==> src/rtl/ex_muldiv_unit_pkg.sv <==
// ex_muldiv_unit_pkg
//   Shared types and helpers for the execute-stage multiply/divide unit.
//   muldiv_op_t    : decoded op from the ID/EX register (6 and 7 are no-ops)
//   muldiv_state_t : unit FSM state
//   neg2c          : two's-complement negate on a wide vector. Callers
//                    size-cast the operand in and the result out, so one
//                    helper serves both WIDTH and 2*WIDTH quantities.
package ex_muldiv_unit_pkg;

  // Widest operand the neg2c helper covers (WIDTH must not exceed this).
  localparam int unsigned MD_MAXW = 64;

  typedef enum logic [2:0] {
    OP_MULT  = 3'd0,
    OP_MULTU = 3'd1,
    OP_DIV   = 3'd2,
    OP_DIVU  = 3'd3,
    OP_MTHI  = 3'd4,
    OP_MTLO  = 3'd5,
    OP_NOP6  = 3'd6,
    OP_NOP7  = 3'd7
  } muldiv_op_t;

  typedef enum logic [1:0] {
    ST_IDLE = 2'd0,
    ST_RUN  = 2'd1,
    ST_FIN  = 2'd2
  } muldiv_state_t;

  function automatic logic [2*MD_MAXW-1:0] neg2c(input logic [2*MD_MAXW-1:0] x);
    return ~x + {{(2*MD_MAXW-1){1'b0}}, 1'b1};
  endfunction

endpackage

==> src/rtl/ex_muldiv_unit_if.sv <==
// ex_muldiv_unit_if
//   Op issue / result bundle between the EX stage and the mul/div unit.
//   start_i, op_i, a_i, b_i : op request with forwarded rs/rt operands
//   busy_o                  : unit occupied, hazard unit stalls on it
//   done_o                  : one-cycle pulse in the final cycle
//   hi_o, lo_o              : architectural HI/LO registers
//   master drives requests (EX stage / bench), slave is the unit.
interface ex_muldiv_unit_if #(
  parameter int unsigned WIDTH = 32
);
  logic             start_i;
  logic [2:0]       op_i;
  logic [WIDTH-1:0] a_i;
  logic [WIDTH-1:0] b_i;
  logic             busy_o;
  logic             done_o;
  logic [WIDTH-1:0] hi_o;
  logic [WIDTH-1:0] lo_o;

  modport master (
    output start_i, op_i, a_i, b_i,
    input  busy_o, done_o, hi_o, lo_o
  );

  modport slave (
    input  start_i, op_i, a_i, b_i,
    output busy_o, done_o, hi_o, lo_o
  );
endinterface

==> src/rtl/ex_muldiv_unit.sv <==
// ex_muldiv_unit
//   Iterative radix-2 multiply/divide with HI/LO registers. One step per
//   cycle, fixed WIDTH+1 cycle occupancy regardless of operand values.
//   Ports:
//     clk_i    : clock, rising edge
//     reset_i  : asynchronous, active-high reset
//     bus      : ex_muldiv_unit_if.slave (request in, busy/done/HI/LO out)
//   Parameters:
//     WIDTH     : operand and HI/LO width (<= MD_MAXW), also the step count
//     CHK_STALL : enable the "no issue while busy" hazard-unit check
//
//   state | meaning
//   ------+---------------------------------------------------------------
//   IDLE  | waiting; MTHI/MTLO write HI/LO here, mul/div ops latch and go
//   RUN   | one shift-add / restoring-divide step per cycle, WIDTH cycles
//   FIN   | sign fix-up, done_o high; HI/LO written on the exit edge
module ex_muldiv_unit
  import ex_muldiv_unit_pkg::*;
#(
  parameter int unsigned WIDTH     = 32,
  parameter bit          CHK_STALL = 1'b1
) (
  input  logic               clk_i,
  input  logic               reset_i,
  ex_muldiv_unit_if.slave    bus
);

  localparam int unsigned CW = $clog2(WIDTH);
  localparam int unsigned W2 = 2 * WIDTH;
  localparam logic [CW-1:0] LAST = CW'(WIDTH - 1);

  muldiv_state_t    state_q, state_d;
  logic [CW-1:0]    count_q, count_d;
  logic             is_div_q, is_div_d;
  logic             neg_q, neg_d;     // negate product / quotient
  logic             rneg_q, rneg_d;   // negate remainder (dividend was negative)
  logic             dz_q, dz_d;       // divisor was zero
  logic [WIDTH-1:0] m_q, m_d;         // multiplicand or divisor magnitude
  logic [WIDTH-1:0] alat_q, alat_d;   // raw a_i, HI result for divide by zero
  logic [W2-1:0]    acc_q, acc_d;
  logic [WIDTH-1:0] hi_q, hi_d;
  logic [WIDTH-1:0] lo_q, lo_d;

  muldiv_op_t op_in;
  logic       op_div, op_signed;
  logic       a_neg, b_neg;
  logic [WIDTH-1:0] a_mag, b_mag;

  assign op_in     = muldiv_op_t'(bus.op_i);
  assign op_div    = (op_in == OP_DIV) || (op_in == OP_DIVU);
  assign op_signed = (op_in == OP_MULT) || (op_in == OP_DIV);
  assign a_neg     = op_signed & bus.a_i[WIDTH-1];
  assign b_neg     = op_signed & bus.b_i[WIDTH-1];
  assign a_mag     = a_neg ? WIDTH'(neg2c((2*MD_MAXW)'(bus.a_i))) : bus.a_i;
  assign b_mag     = b_neg ? WIDTH'(neg2c((2*MD_MAXW)'(bus.b_i))) : bus.b_i;

  // Multiply step: acc = {partial product, remaining multiplier bits}.
  // The W+1 bit sum keeps the carry, which shifts down into the upper half.
  logic [WIDTH:0]  mul_sum;
  logic [W2-1:0]   mul_next;
  assign mul_sum  = {1'b0, acc_q[W2-1:WIDTH]} + (acc_q[0] ? {1'b0, m_q} : '0);
  assign mul_next = {mul_sum, acc_q[WIDTH-1:1]};

  // Restoring divide step: acc = {remainder, dividend bits / quotient bits}.
  logic [WIDTH:0]  div_rsh, div_diff;
  logic            div_ok;
  logic [W2-1:0]   div_next;
  assign div_rsh  = acc_q[W2-1:WIDTH-1];
  assign div_diff = div_rsh - {1'b0, m_q};
  assign div_ok   = ~div_diff[WIDTH];
  assign div_next = {(div_ok ? div_diff[WIDTH-1:0] : div_rsh[WIDTH-1:0]),
                     acc_q[WIDTH-2:0], div_ok};

  // Sign fix-up applied in FIN.
  logic [W2-1:0]    prod_fix;
  logic [WIDTH-1:0] quo_fix, rem_fix;
  assign prod_fix = neg_q  ? W2'(neg2c((2*MD_MAXW)'(acc_q))) : acc_q;
  assign quo_fix  = neg_q  ? WIDTH'(neg2c((2*MD_MAXW)'(acc_q[WIDTH-1:0])))
                           : acc_q[WIDTH-1:0];
  assign rem_fix  = rneg_q ? WIDTH'(neg2c((2*MD_MAXW)'(acc_q[W2-1:WIDTH])))
                           : acc_q[W2-1:WIDTH];

  always_ff @(posedge clk_i or posedge reset_i) begin
    if (reset_i) begin
      state_q  <= ST_IDLE;
      count_q  <= '0;
      is_div_q <= 1'b0;
      neg_q    <= 1'b0;
      rneg_q   <= 1'b0;
      dz_q     <= 1'b0;
      m_q      <= '0;
      alat_q   <= '0;
      acc_q    <= '0;
      hi_q     <= '0;
      lo_q     <= '0;
    end else begin
      state_q  <= state_d;
      count_q  <= count_d;
      is_div_q <= is_div_d;
      neg_q    <= neg_d;
      rneg_q   <= rneg_d;
      dz_q     <= dz_d;
      m_q      <= m_d;
      alat_q   <= alat_d;
      acc_q    <= acc_d;
      hi_q     <= hi_d;
      lo_q     <= lo_d;
    end
  end

  always_comb begin
    state_d  = state_q;
    count_d  = count_q;
    is_div_d = is_div_q;
    neg_d    = neg_q;
    rneg_d   = rneg_q;
    dz_d     = dz_q;
    m_d      = m_q;
    alat_d   = alat_q;
    acc_d    = acc_q;
    hi_d     = hi_q;
    lo_d     = lo_q;

    case (state_q)
      ST_IDLE: begin
        if (bus.start_i) begin
          case (op_in)
            OP_MULT, OP_MULTU, OP_DIV, OP_DIVU: begin
              state_d  = ST_RUN;
              count_d  = '0;
              is_div_d = op_div;
              neg_d    = a_neg ^ b_neg;
              rneg_d   = op_div & a_neg;
              dz_d     = op_div & (bus.b_i == '0);
              alat_d   = bus.a_i;
              if (op_div) begin
                acc_d = {{WIDTH{1'b0}}, a_mag};
                m_d   = b_mag;
              end else begin
                acc_d = {{WIDTH{1'b0}}, b_mag};
                m_d   = a_mag;
              end
            end
            OP_MTHI: hi_d = bus.a_i;
            OP_MTLO: lo_d = bus.a_i;
            default: ;
          endcase
        end
      end
      ST_RUN: begin
        acc_d   = is_div_q ? div_next : mul_next;
        count_d = count_q + CW'(1);
        if (count_q == LAST) begin
          state_d = ST_FIN;
        end
      end
      ST_FIN: begin
        state_d = ST_IDLE;
        if (is_div_q) begin
          lo_d = dz_q ? '1     : quo_fix;
          hi_d = dz_q ? alat_q : rem_fix;
        end else begin
          {hi_d, lo_d} = prod_fix;
        end
      end
      default: state_d = ST_IDLE;
    endcase
  end

  assign bus.busy_o = (state_q != ST_IDLE);
  assign bus.done_o = (state_q == ST_FIN);
  assign bus.hi_o   = hi_q;
  assign bus.lo_o   = lo_q;

  // The hazard unit must hold any real op in EX while the unit is busy.
  a_no_issue_while_busy : assert property (
    @(posedge clk_i) disable iff (reset_i)
      !(CHK_STALL && bus.start_i && bus.busy_o && (bus.op_i <= 3'd5))
  );

endmodule

==> src/flat_wrapper.sv <==
// flat-port wrapper written by rule: the top's interface ports become plain ports
module ex_muldiv_unit_flat import ex_muldiv_unit_pkg::*;
#(
  parameter int unsigned WIDTH     = 32,
  parameter bit          CHK_STALL = 1'b1
)
  (clk_i, reset_i, bus_start_i, bus_op_i, bus_a_i, bus_b_i, bus_busy_o, bus_done_o, bus_hi_o, bus_lo_o);
  ex_muldiv_unit_if #(.WIDTH(WIDTH)) bus_i ();
  input  logic clk_i;
  input  logic reset_i;
  input wire logic [$bits(bus_i.start_i)-1:0] bus_start_i;
  input wire logic [$bits(bus_i.op_i)-1:0] bus_op_i;
  input wire logic [$bits(bus_i.a_i)-1:0] bus_a_i;
  input wire logic [$bits(bus_i.b_i)-1:0] bus_b_i;
  output wire logic [$bits(bus_i.busy_o)-1:0] bus_busy_o;
  output wire logic [$bits(bus_i.done_o)-1:0] bus_done_o;
  output wire logic [$bits(bus_i.hi_o)-1:0] bus_hi_o;
  output wire logic [$bits(bus_i.lo_o)-1:0] bus_lo_o;
  assign bus_i.start_i = bus_start_i;
  assign bus_i.op_i = bus_op_i;
  assign bus_i.a_i = bus_a_i;
  assign bus_i.b_i = bus_b_i;
  assign bus_busy_o = bus_i.busy_o;
  assign bus_done_o = bus_i.done_o;
  assign bus_hi_o = bus_i.hi_o;
  assign bus_lo_o = bus_i.lo_o;
  ex_muldiv_unit #(.WIDTH(WIDTH), .CHK_STALL(CHK_STALL)) u_core (.clk_i(clk_i), .reset_i(reset_i), .bus(bus_i));
endmodule
==> config.mk <==
export PLATFORM = sky130hd
export DESIGN_NAME = ex_muldiv_unit_flat
export DESIGN_NICKNAME = d
export VERILOG_FILES = /design/src/rtl/ex_muldiv_unit_pkg.sv /design/src/rtl/ex_muldiv_unit_if.sv /design/src/rtl/ex_muldiv_unit.sv /design/src/flat_wrapper.sv
export SDC_FILE = /design/constraint.sdc
export NUM_CORES = 1
export LEC_CHECK = 0
export CAP_MARGIN = 15
export CORE_MARGIN = 3
export CORE_UTILIZATION = 60
export DETAILED_ROUTE_END_ITERATION = 10
export HOLD_SLACK_MARGIN = 0.03
export PLACE_DENSITY_LB_ADDON = 0.05
export SYNTH_ARGS = -nofsm -noshare
export SYNTH_HDL_FRONTEND = slang
export SYNTH_SLANG_ARGS = --single-unit
==> constraint.sdc <==
create_clock -name clk_i -period 7.65 [get_ports clk_i]
set_clock_uncertainty 0.2 [all_clocks]
set_input_delay 1.1475 -clock clk_i [delete_from_list [all_inputs] [get_ports clk_i]]
set_output_delay 1.1475 -clock clk_i [all_outputs]
set_load 0.03 [all_outputs]
==> reports/qor.yml, run 1 <==
run_status:
  outcome: "complete, no violations"
die:
  die_area_mm2: 0.0304
  ios: 136
  dieHeight_um: 174
  start_util_pct: 62.0
  rows: 60
  die_x_um: 174
  core_mm2: 0.0274
setup_path:
  slowest_stage: "dfrtp_1"
  critPathMaxFanout: 29
  worstPathRequired_ns: 7.84
  crit_top_cell: "o21ai_0"
  path_buf_inv: 2
  cp-end-kind: "register"
  critical-path-max-stage-delay_ns: 0.64
  reg2regPathDepth: 13
  crit_arrival_ns: 4.82
  crit_chain: "inv_1 > fa_1 > nor2b_1 > o31a_1 > a2bb2oi_1 > a22o_1 > o21ai_0 > a211oi_1 > xnor2_2 > buf_4 > a21oi_1 > o21ai_0 > o21ai_0"
  path_class: "register to register"
  crit_cells: 13
  crit_family: "compound AO/OA/AOI/OAI gates"
  cp-start-kind: "register"
clocking:
  cts_setup_buffers: 0
  clk_pin_slew_ns: 0.06
  clk_latency_ns: 0.54
  clk_path_buf_depth: 3
  cts_buffers: 25
  cts_sinks: 203
  postCtsHoldBufs: 0
  cts_root_buffer: "clkbuf_16"
  cts_tree: "built"
  post_cts_resized: 0
  h-tree-depth: 1
global_routing:
  grtUsageTotal_pct: 39.6
  grt_max_degree: 132
  busiest_layer: "met2"
  grt_util_met1_pct: 54.8
  antenna_found_initial: 1
  grt_pass1_vias: 16600
  grt_util_met3_pct: 10.1
  grtUsageMet2_pct: 58.2
  grt_pass1_wl_mm: 95.3
  grt_overflow: 0
pwr:
  leakage_nw: 8.18
  powerDensity_mw_per_mm2: 517
  peakVddDrop_v: 0.000429
run:
  drv_cap: 0
sta:
  min_period_ns: 4.64
  setup_viol: 0
  worstMarginPinSlew_ns: 1.07
  fin_setup_tns_ns: 0
  finalHoldViolCount: 0
  finalCritPeriodShare_pct: 60.6
  slew_violations: 0
  relSlewSlack_pct: 28.8
  rsz0062_at_grt: "false"
  hold_ws_ns: 0.274
  clock.fmax_ghz: 0.216
synth:
  async_flop_share_pct: 100
  ys.flop_type: "dfrtp_1"
  synth_cells: 2202
  synth_edf_count: 0
  postSynthAreaPerCell_um2: 7.71
  syn_area_mm2: 0.0170
  ys_ff_latch: 203
  ys_warn_count: 0
  syn_nets: 2344
  yosys.cell_types.count: 80
  synth_seq_area_share_pct: 29.9
drt:
  drc: 0
  via_count: 17700
  avgViaCountPerCell: 6.73
  drt.antenna.violating_nets: 0
  wl_per_cell_um: 23.6
  drt-initial-drc-count: 2392
  wl_mm: 62.0
  drt_first_pass_iters: 8
cells_and_area:
  final-seq-area_mm2: 0.00509
  drive_gt1_share_pct: 5.23
  final_net_count: 2382
  fillers: 2253
  multi_input_area_mm2: 0.0111
  area_growth_pct: 13.8
min_path:
  hold_depth: 1
  hp-class: "register to register"
place:
  port_buffers: 135
  globalplace.congestion: 1.00
  place_hpwl_mm: 44.6
[where the power goes]
group | total (mW) | switching (mW) | internal [mW]
logic | 6.26 | 3.70 | 2.56
registers | 2.45 | 0.842 | 1.61
clock network | 1.28 | 0.499 | 0.781
total | 9.99 | 5.04 | 4.95
[flip-flops by register name, summed over array words and instances (netlist names)]
| signal | count |
|---|---|
| u_core.neg_q | 1 |
| u_core.bus.lo_o | 32 |
| u_core.m_q | 32 |
| u_core.alat_q | 32 |
| u_core.rneg_q | 1 |
| u_core.state_q | 2 |
| u_core.acc_q | 64 |
| u_core.dz_q | 1 |
| u_core.count_q | 5 |
| u_core.is_div_q | 1 |
| u_core.bus.hi_o | 32 |
[final timing paths]
kind	start	end	slack (ns)
setup / recovery	u_core.acc_q[32]	u_core.acc_q[0]	3.01
hold reg to reg	u_core.bus.lo_o[13]	u_core.bus.lo_o[13]	0.27
min in group asynchronous	reset_i	u_core.bus.lo_o[8]	0.97
setup reg to reg	u_core.acc_q[32]	u_core.acc_q[0]	3.01
hold / removal	u_core.bus.lo_o[13]	u_core.bus.lo_o[13]	0.27
max in group asynchronous	reset_i	u_core.bus.lo_o[29]	4.69
[synthesized netlist by cell type (8+ instances only)]
library cell  instances  share of area, %
o211ai_1             39               1.7
o41ai_1              12              0.62
buf_1                17              0.38
or3_1                24              0.88
a31oi_1              17              0.63
a21oi_1             206               6.1
o22ai_1              13              0.48
nand2_1             334               7.4
mux2_2               16               1.1
clkbuf_1            122               2.7
a211oi_1             10              0.44
nor3_1               22              0.65
nand3_1              26              0.77
a21o_1               43               1.9
buf_2                 8              0.24
o31ai_1              31               1.4
ha_1                 70               5.2
or4_1                11              0.49
o21a_1               11              0.49
nand4_1              14              0.52
a22oi_1              22              0.97
a211o_1               8              0.41
xnor2_1             100               5.2
inv_1                66               1.5
dfrtp_1             203                30
mux2i_1              54               3.2
nor2_1              201               4.4
xor2_1              101               5.2
and2_1               17              0.63
nor4_1               17              0.63
nand2b_1             18              0.66
a32oi_1              18              0.93
o21ai_0             199               5.9
a221oi_1              9              0.46
or2_2                10              0.37
nor2b_1              15              0.55
and3_1               11              0.41
[metrics by stage]
step           power [mW]  area (um2)  std cells  worst slack [ns]  utilization [%]
6_report             9.99       19300       2630              3.01             70.5
5_1_grt              10.7       19300       2629              2.81             70.5
4_1_cts              9.78       19300       2627              3.13             70.4
3_5_place_dp         8.48       18400       2583              3.06             67.2
3_3_place_gp         8.32       18400       2583              3.02             67.2
2_1_floorplan        6.68       17000       2202             0.763                -
[logic make-up (layout without fill, tap and decap cells)]
group           after synthesis  count (layout)  synth area share [%]
xor+xnor                    201             201                  10.4
fa+ha+maj                    72              72                  5.39
buf+inv                     217             272                  4.97
simple gates                751             751                  20.2
other cells                   0               1                     0
mux                          70              70                  4.24
flops                       203             203                  29.9
compound gates              688             688                  25.0
[cell usage in the layout, fill, tap and decap left out, types with 24 or more instances in the layout]
cell             netlist  layout
mux2i_1               54      54
nor2_1               201     199
nand3_1               26      26
xnor2_1              100      99
a21oi_1              206     205
buf_4                  1      24
o21ai_0              199     199
dfrtp_1              203     200
clkdlybuf4s50_1        0     134
o31ai_1               31      31
nand2_1              334     333
xor2_1               101     101
or3_1                 24      24
a21o_1                43      43
o211ai_1              39      39
ha_1                  70      70
clkbuf_16              0      25
inv_1                 66      65
[cell type report]
type	count	area share, %
inverter	67	1.34
clock buffer	35	3.69
sequential	203	26.3
antenna	1	0.0129
clock inverter	9	0.783
tap	372	2.41
multi-input combinational	1782	57.4
timing repair buffer	161	8.10
[metal layers]
metal	up-vias	share of wire [%]
met5	-	0
met4	0	5.6
met3	217	13
met2	1204	42
met1	8382	39
li1	7897	-
(Power assumes the default switching activity.)
==> run 2: changes to the inputs <==
- CORE_UTILIZATION: 60 -> 54
- clock period: 7.65 -> 3.75 ns (I/O delays scaled with it)
==> run 2 against run 1 <==
Compared with the run above:
- sequential share of layout area fell by 1.7 points
- die area increased by 11%
- hold slack lost 0.011 ns
- critical path type unchanged
- critical path depth shrank 2
- largest cell class unchanged
==> reports/qor.yml, run 2 (synthesis results as in run 1) <==
clocking:
  cts_buffers: 25  # unchanged
  clk_path_buf_depth: 3  # unchanged
  clk_pin_slew_ns: 0.06  # about the same
  cts_tree: "built"  # unchanged
  h-tree-depth: 1  # unchanged
  clk_latency_ns: 0.55  # was 0.54 ns
  cts_sinks: 203  # unchanged
  cts_root_buffer: "clkbuf_16"  # unchanged
  postCtsHoldBufs: 0  # unchanged
die:
  dieHeight_um: 183  # was 174 um
  die_area_mm2: 0.0336  # was 0.0304 mm2
  core_mm2: 0.0308  # was 0.0274 mm2
  die_x_um: 183  # was 174 um
  start_util_pct: 55.1  # was 62.0%
  rows: 64  # was 60
  ios: 136  # unchanged
global_routing:
  grt_max_degree: 62  # was 132
  grt_overflow: 0  # unchanged
  grt_pass1_wl_mm: 98.7  # was 95.3 mm
  grt_pass1_vias: 16500  # was 16,600
  grtUsageTotal_pct: 37.7  # was 39.6%
  antenna_found_initial: 1  # unchanged
place:
  port_buffers: 135  # unchanged
  globalplace.congestion: 0.993  # was 1.00
  place_hpwl_mm: 49.2  # was 44.6 mm
  place_area_mm2: 0.0196  # was 0.0184 mm2
  pre_cts_ws_ns: -0.0261  # was 3.06 ns
min_path:
  whs_endpoint: "u_core.rneg_q"  # was u_core.bus.lo_o[13]
  hp-class: "input pin to register"  # was register to register
  hold_depth: 3  # was 1
  min_from: "bus_op_i[1]"  # was u_core.bus.lo_o[13]
sta:
  min_period_ns: 3.65  # was 4.64 ns
  slew_violations: 0  # unchanged
  finalHoldViolCount: 0  # unchanged
  worstMarginPinSlew_ns: 1.06  # was 1.07 ns
  fin_ws_ns: 0.101  # was 3.01 ns
  clock.fmax_ghz: 0.274  # was 0.216 GHz
  relSlewSlack_pct: 29.2  # was 28.8%
  hold_ws_ns: 0.264  # was 0.274 ns
  setup_viol: 0  # unchanged
  rsz0062_at_grt: "true"  # was false
  finalCritPeriodShare_pct: 97.3  # was 60.6%
drt:
  drt-initial-drc-count: 2214  # was 2,392
  via_count: 17900  # was 17,700
  drt.antenna.violating_nets: 0  # unchanged
  drc: 0  # unchanged
  wl_mm: 64.8  # was 62.0 mm
  drt_first_pass_iters: 5  # was 8
  wl_per_cell_um: 23.1  # was 23.6 um
  avgViaCountPerCell: 6.39  # was 6.73
setup_path:
  rr_endpoint: "u_core.bus.hi_o[30]"  # was u_core.acc_q[0]
  critPathMaxFanout: 4  # was 29
  worstPathRequired_ns: 3.99  # was 7.84 ns
  cp-end-kind: "register"  # unchanged
  crit_arrival_ns: 3.89  # was 4.82 ns
  r2r_start: "u_core.acc_q[33]"  # was u_core.acc_q[32]
  cp-start-kind: "register"  # unchanged
  rrSetupSlack_ns: 0.10  # was 3.01 ns
  path_class: "register to register"  # unchanged
  reg2regPathDepth: 11  # was 13
cells_and_area:
  area_growth_pct: 21.9  # was 13.8%
  fillers: 2670  # was 2,253
  largest_register_ffs: 64  # unchanged
  finalInstanceArea_mm2: 0.0207  # was 0.0193 mm2
  final_common_cell: "nand2_1"  # unchanged
  layout_common_cells: "nand2_1 (333), a21oi_1 (202), nor2_1 (200)"  # was nand2_1 (333), a21oi_1 (205), dfrtp_1 (200)
  final_net_count: 2532  # was 2,382
  drive_gt1_share_pct: 12.3  # was 5.23%
  multi_input_area_mm2: 0.0112  # was 0.0111 mm2
  final-seq-area_mm2: 0.00509  # about the same
  regMostFlops: "u_core.acc_q"  # unchanged
  antenna_cells: 0  # was 1
run_status:
  outcome: "complete, no violations"  # unchanged
run:
  drv_cap: 0  # unchanged
pwr:
  powerDensity_mw_per_mm2: 1040  # was 517 mW/mm2
  leakage_nw: 8.98  # was 8.18 nW
  peakVddDrop_v: 0.000809  # was 0.000429 V
[run 2: cell count changes in the layout (fill, tap and decap cells not counted), moves of 4 or more]
cell,change
buf_12,+8
dfrtp_1,-4
dfrtp_2,+4
buf_4,+145
[run 2: layout make-up]
type / instances / area share, %
Sequential cell: 203 / 24.6
Tap cell: 396 / 2.39
Clock buffer: 35 / 3.45
Clock inverter: 10 / 0.665
Multi-Input combinational cell: 1782 / 54.3
Inverter: 67 / 1.28
Timing Repair Buffer: 311 / 13.4
[run 2: what timing repair did]
item | in CTS | in global routing
setup endpoints to repair | 6 | 36
setup buffers | 2 | 8
resized for setup | 6 | 33
pin swaps | 0 | 8
[run 2: worst max-delay path by stage]
stage / from / to / slack (ns)
2_1_floorplan: u_core.acc_q[32] / u_core.acc_q[42] / 0.07
3_3_place_gp: u_core.acc_q[0] / u_core.acc_q[60] / -0.02
3_5_place_dp: u_core.acc_q[0] / u_core.acc_q[57] / -0.03
4_1_cts: u_core.acc_q[0] / u_core.acc_q[57] / 0.006
5_1_grt: u_core.acc_q[33] / u_core.bus.hi_o[30] / -0.04
6_report: u_core.acc_q[33] / u_core.bus.hi_o[30] / 0.10
[run 2: metrics by stage]
step | cells | TNS [ns] | power, mW | utilization (%)
6_report | 2804 | 0 | 21.6 | 67.1
5_1_grt | 2804 | -0.0782 | 23.1 | 67.1
4_1_cts | 2796 | 0 | 21.0 | 66.5
3_5_place_dp | 2749 | -0.0261 | 18.3 | 63.6
3_3_place_gp | 2749 | -0.0205 | 18.1 | 63.6
2_1_floorplan | 2202 | 0 | 13.6 | -
[run 2: routing by layer]
metal / vias up / track usage, % / routed length, um
met5: - / 0 / 0
met4: 0 / 16.8 / 3550
met3: 164 / 6.56 / 6730
met2: 1064 / 55.7 / 27200
met1: 8486 / 54.2 / 27300
li1: 8205 / - / -
[run 2: report_power, final]
part | total (mW) | switching, mW | leakage (nW) | internal [mW]
Sequential | 4.35 | 1.05 | 2.46 | 3.30
Combinational | 14.7 | 8.56 | 6.11 | 6.10
Clock | 2.57 | 1.04 | 0.413 | 1.53
Total | 21.6 | 10.6 | 8.98 | 10.9
[run 2: worst max-delay path: stages, from the launching register on]
cell and delay [ns]:
dfrtp_2 0.45, inv_4 0.08, ha_4 0.12, or3b_4 0.39, nor4_4 0.38, nand3b_4 0.13
or3_4 0.41, or3_4 0.34, or4b_4 0.51, o211ai_2 0.17, o31ai_1 0.09, a221oi_1 0.27
